[config.mk]
export PLATFORM = sky130hd
export DESIGN_NAME = spi_shift_engine
export DESIGN_NICKNAME = d
export VERILOG_FILES = /design/src/rtl/spi_shift_pkg.sv /design/src/rtl/spi_shift_rx.sv /design/src/rtl/spi_shift_engine.sv
export SDC_FILE = /design/constraint.sdc
export NUM_CORES = 1
export LEC_CHECK = 0
export BUFFER_PORTS_ARGS = -buffer_cell sky130_fd_sc_hd__buf_2
export CORE_MARGIN = 2
export CORE_UTILIZATION = 30
export CTS_BUF_LIST = sky130_fd_sc_hd__clkbuf_4
export DETAILED_ROUTE_END_ITERATION = 10
export PLACE_DENSITY = 0.45
export SLEW_MARGIN = 20
export SYNTH_ARGS = -nofsm -noshare
export SYNTH_HDL_FRONTEND = slang
export SYNTH_SLANG_ARGS = --single-unit
[constraint.sdc]
create_clock -name clk_i -period 4.1 [get_ports clk_i]
set_clock_uncertainty 0.05 [all_clocks]
set_input_delay 0.82 -clock clk_i [delete_from_list [all_inputs] [get_ports clk_i]]
set_output_delay 0.82 -clock clk_i [all_outputs]
set_load 0.05 [all_outputs]
[src/rtl/spi_shift_pkg.sv]
// Shared types and helpers for the SPI shift engine datapath.
package spi_shift_pkg;

  typedef enum logic [1:0] {IDLE, ACTIVE, DONE} spi_shift_state_e;

  localparam int SPI_DATA_W_DEF = 32;

  // A length of 0 or anything wider than the frame means "full width".
  function automatic int spi_len_clamp(input int len, input int data_w);
    return (len == 0 || len > data_w) ? data_w : len;
  endfunction

endpackage

[src/rtl/spi_shift_rx.sv]
// Receive shift register: captures sdi on sample strobes and publishes an
// aligned word on the frame's final shift.
module spi_shift_rx
  import spi_shift_pkg::*;
#(
  parameter  int DATA_W = SPI_DATA_W_DEF,
  localparam int CNT_W  = $clog2(DATA_W + 1)
) (
  input  logic              clk_i,
  input  logic              rst_i,
  input  logic              i_load,
  input  logic              i_smp,
  input  logic              i_sdi,
  input  logic              i_lsb_first,
  input  logic [CNT_W-1:0]  i_len,
  input  logic              i_fin,
  output logic [DATA_W-1:0] o_rx_data,
  output logic              o_rx_valid
);

  logic [DATA_W-1:0] r_rx_q;
  logic [DATA_W-1:0] w_rx_nxt;

  // A sample coinciding with the final shift must still land in the word.
  always_comb begin
    w_rx_nxt = r_rx_q;
    if (i_smp)
      w_rx_nxt = i_lsb_first ? {i_sdi, r_rx_q[DATA_W-1:1]}
                             : {r_rx_q[DATA_W-2:0], i_sdi};
  end

  always_ff @(posedge clk_i) begin
    if (rst_i) begin
      r_rx_q     <= '0;
      o_rx_data  <= '0;
      o_rx_valid <= 1'b0;
    end else begin
      o_rx_valid <= i_fin;
      if (i_load) r_rx_q <= '0;
      else        r_rx_q <= w_rx_nxt;
      // LSB-first bits enter at the top, so short frames need right-aligning.
      if (i_fin)
        o_rx_data <= i_lsb_first ? (w_rx_nxt >> (DATA_W - int'(i_len))) : w_rx_nxt;
    end
  end

endmodule

[src/rtl/spi_shift_engine.sv]
// Parametrised SPI serial shift engine with optional full-duplex receive path.
// Define SPI_SHIFT_RX_EN to build the receive path.
module spi_shift_engine
  import spi_shift_pkg::*;
#(
  parameter  int DATA_W = SPI_DATA_W_DEF,
  localparam int CNT_W  = $clog2(DATA_W + 1)
) (
  input  logic              clk_i,
  input  logic              rst_i,
  input  logic [DATA_W-1:0] data_i,
  input  logic              valid_i,
  output logic              ready_o,
  input  logic [CNT_W-1:0]  len_i,
  input  logic              lsb_first_i,
  input  logic              sh_en_i,
  input  logic              smp_en_i,
  input  logic              sdi_i,
  output logic              sdo_o,
  output logic              busy_o,
  output logic              done_o,
  output logic [DATA_W-1:0] rx_data_o,
  output logic              rx_valid_o
);

  spi_shift_state_e  r_state, w_state_nxt;
  logic [DATA_W-1:0] r_tx_q;
  logic [CNT_W-1:0]  r_cnt, r_len, w_len;
  logic              r_lsb;
  logic              w_load, w_shift, w_sample, w_last;

  assign w_len    = CNT_W'(spi_len_clamp(int'(len_i), DATA_W));
  assign w_load   = (r_state == IDLE) && valid_i;
  assign w_shift  = (r_state == ACTIVE) && sh_en_i;
  assign w_sample = (r_state == ACTIVE) && smp_en_i;
  assign w_last   = w_shift && (r_cnt == CNT_W'(1));

  always_ff @(posedge clk_i) begin
    if (rst_i) r_state <= IDLE;
    else       r_state <= w_state_nxt;
  end

  always_comb begin
    w_state_nxt = r_state;
    case (r_state)
      IDLE:    if (w_load) w_state_nxt = ACTIVE;
      ACTIVE:  if (w_last) w_state_nxt = DONE;
      DONE:    w_state_nxt = IDLE;
      default: w_state_nxt = IDLE;
    endcase
  end

  always_ff @(posedge clk_i) begin
    if (rst_i) begin
      r_tx_q <= '0;
      r_cnt  <= '0;
      r_len  <= '0;
      r_lsb  <= 1'b0;
    end else if (w_load) begin
      r_len  <= w_len;
      r_cnt  <= w_len;
      r_lsb  <= lsb_first_i;
      // MSB-first frames are left-aligned so the first bit sits at the top.
      r_tx_q <= lsb_first_i ? data_i : (data_i << (DATA_W - int'(w_len)));
    end else if (w_shift) begin
      r_cnt  <= r_cnt - CNT_W'(1);
      r_tx_q <= r_lsb ? (r_tx_q >> 1) : (r_tx_q << 1);
    end
  end

  assign ready_o = (r_state == IDLE);
  assign busy_o  = (r_state != IDLE);
  assign done_o  = (r_state == DONE);
  assign sdo_o   = (r_state == ACTIVE) ? (r_lsb ? r_tx_q[0] : r_tx_q[DATA_W-1]) : 1'b0;

`ifdef SPI_SHIFT_RX_EN
  spi_shift_rx #(.DATA_W(DATA_W)) u_rx (
    .clk_i       (clk_i),
    .rst_i       (rst_i),
    .i_load      (w_load),
    .i_smp       (w_sample),
    .i_sdi       (sdi_i),
    .i_lsb_first (r_lsb),
    .i_len       (r_len),
    .i_fin       (w_last),
    .o_rx_data   (rx_data_o),
    .o_rx_valid  (rx_valid_o)
  );
`else
  logic w_unused;
  assign w_unused   = &{1'b0, w_sample, sdi_i, r_len};
  assign rx_data_o  = '0;
  assign rx_valid_o = 1'b0;
`endif

endmodule

==> results_dict.tcl <==
set metrics [dict create \
    p_leak_nw 1.956 \
    power.density_nw_per_um2 276.6 \
    yosysUniqueCellTypes 70 \
    die_h_um 133.6 \
    globalplace.congestion 0.9375 \
    areaGrowthSynthToFinish_pct 7.549 \
    cts.clk_slew.worst_paths_ps 150 \
    yosys_warnings 0 \
    dieArea_um2 17850 \
    syn-cell-area_um2 5039 \
    crit_path_end_kind "register" \
    dp.cells 889 \
    synth_edf_count 0 \
    ir_drop_mv 0.1152 \
    fin_cells 899 \
    drv_cap 0 \
    layout.nets 724 \
    tightest_slew_ps 916.8 \
    tns_ps 0 \
    cts.sinks 41 \
    grt_max_degree 52 \
    setup_viol 0 \
    hp-class "register to register" \
    dp_hpwl_um 14470 \
    cts-resized-gates 0 \
    antenna_found_initial 1 \
    synthFlopType "dfxtp_1" \
    root_buffer "clkbuf_4" \
    fmax_ghz 0.3048 \
    drtAntennaViolNets 0 \
    worstPathMaxFanout 20 \
    numCtsBuffers 5 \
    htreeDepth 2 \
    final_layout_size_suffix_gt1_share_pct 17.28 \
    drc 0 \
    start_kind "primary input" \
    rows 47 \
    clkLatencyLatePin_ps 390 \
    arrival_ps 3460 \
    finalCritPeriodShare_pct 80.03 \
    avgSynthCellArea_um2 7.646 \
    viasPerCell 5.814 \
    grt_usage_pct 21.51 \
    fp.coreArea_um2 16520 \
    hold_buffers 0 \
    hold_violations 0 \
    drt_iter0_drc 419 \
    grt_pass1_wl_um 29810 \
    grt_pass1_vias 5003 \
    initial_core_util_pct 30.49 \
    slew_headroom_pct 38.69 \
    drt-pass1-iter-count 5 \
    cts_buffer_depth 2 \
    wl_per_cell_um 21.72 \
    ys_ff_latch 41 \
    cts_tree "yes" \
    io_pins 82 \
    layout_common_cells "nand2_1 (77), mux2i_1 (61), nor2_1 (46), buf_2 (46), dfxtp_1 (40)" \
    synth_async_sr_flop_share_pct 0 \
    synth_seq_area_share_pct 16.29 \
    layout_commonest_cell "nand2_1" \
    period_minus_slack_ps 3281 \
    vias 5227 \
    netlist_instances 659 \
    cp.required_ps 4280 \
    routed_wl_um 19520 \
    io_buffers 46 \
    critPathKind "primary input to register" \
    slew_viol_final 0 \
    rsz0062_at_grt "no" \
    cts_setup_buffers 0 \
    die_w_um 133.6 \
    grt_overflow_total 0 \
    status "completed" \
]
worst max-delay path, stage by stage:
cell and delay, ps:
buf_2 250, nor2b_4 210, inv_1 50, ha_1 200, buf_4 230, nor4bb_1 180, a222oi_1 410, o21a_1 230
nor3_1 60, o41ai_1 670, o32ai_1 150
synth_stat cells, types with 3 or more instances:
cell type | number | area, um^2
nand2_1 | 78 | 292.8
mux2i_1 | 61 | 610.6
nor2_1 | 46 | 172.7
dfxtp_1 | 41 | 820.8
a21oi_1 | 38 | 190.2
buf_4 | 36 | 270.3
nand3_1 | 36 | 180.2
clkbuf_1 | 33 | 123.9
o21ai_0 | 32 | 160.2
a211oi_1 | 23 | 172.7
o211ai_1 | 21 | 157.7
mux4_2 | 17 | 382.9
buf_2 | 15 | 75.07
nor3_1 | 14 | 70.07
a31oi_1 | 13 | 81.33
mux2_2 | 13 | 146.4
inv_1 | 9 | 33.78
a221oi_1 | 8 | 70.07
nand2b_1 | 7 | 43.79
and2_1 | 6 | 37.54
a221o_1 | 5 | 50.05
a32oi_1 | 5 | 43.79
and3_1 | 5 | 31.28
nor2b_1 | 5 | 31.28
xor2_1 | 5 | 43.79
and3b_1 | 4 | 35.03
buf_1 | 4 | 15.01
nand3b_1 | 4 | 30.03
a2111oi_0 | 3 | 26.28
a211o_1 | 3 | 26.28
a311oi_1 | 3 | 26.28
buf_6 | 3 | 33.78
ha_1 | 3 | 37.54
o21a_1 | 3 | 22.52
o221ai_1 | 3 | 26.28
xnor2_1 | 3 | 26.28
routing by layer:
layer	wire [um]	GRT usage [%]	vias up	share of wire, %
li1	-	-	2454	-
met1	8649	29.89	2532	44
met2	9113	34.68	220	47
met3	1391	3.234	21	7.1
met4	367	5.969	0	1.9
met5	0	0	-	0
stage by stage:
stage | cell area (um^2) | utilization, % | hold slack [ps] | worst slack (ps) | total power [mW]
after detailed placement | 5335 | 32.29 | 496.8 | 513.9 | 1.211
after global placement | 5335 | 32.29 | 493.9 | 509.0 | 1.213
final | 5419 | 32.79 | 505.8 | 818.9 | 1.499
after CTS | 5414 | 32.76 | 516.1 | 927.4 | 1.490
after global routing | 5419 | 32.79 | 557.8 | 687.8 | 1.575
after floorplan | 5159 | - | 425.7 | 765.5 | 1.018
kinds of logic (layout without fill, tap and decap cells):
| kind of cell | count (synthesis) | in the layout | share of synthesized area [%] |
|---|---|---|---|
| AO/OA/AOI/OAI | 189 | 189 | 25.78 |
| XOR/XNOR | 10 | 10 | 2.036 |
| adder cells (fa/ha/maj) | 3 | 3 | 0.7451 |
| buffers and inverters | 100 | 86 | 10.95 |
| flip-flops | 41 | 41 | 16.29 |
| multiplexers | 91 | 91 | 22.62 |
| other | 1 | 35 | 0.07443 |
| AND/OR/NAND/NOR | 224 | 224 | 21.50 |
worst paths after layout:
kind / slack [ps] / cells after the start / to / start
max: 820 / 11 / r_tx_q[22] / len_i[0]
max reg2reg: 1760 / 6 / r_cnt[5] / r_state[0]
min: 510 / 1 / r_state[0] / r_state[1]
min reg2reg: 510 / 1 / r_state[0] / r_state[1]
sequential cells by signal, summed over array words and instances (netlist names):
signal	cells
r_state	2
r_tx_q	32
r_cnt	6
r_lsb	1
where the power goes:
group / internal [mW] / leakage [nW] / switching, mW
sequential: 0.436 / 0.338 / 0.0361
clock: 0.126 / 0.0389 / 0.155
combinational: 0.259 / 1.58 / 0.487
layout make-up:
type                    count  area, um^2
fillers                  1802       11110
multi-input cells         550        3789
flip-flops and latches     41       822.0
repair buffers             69       415.4
well taps                 220       275.3
clock inverters             3       41.29
clock buffers               5       37.54
inverters                   9       33.78
diodes                      2       5.005
(Power assumes the default switching activity.)
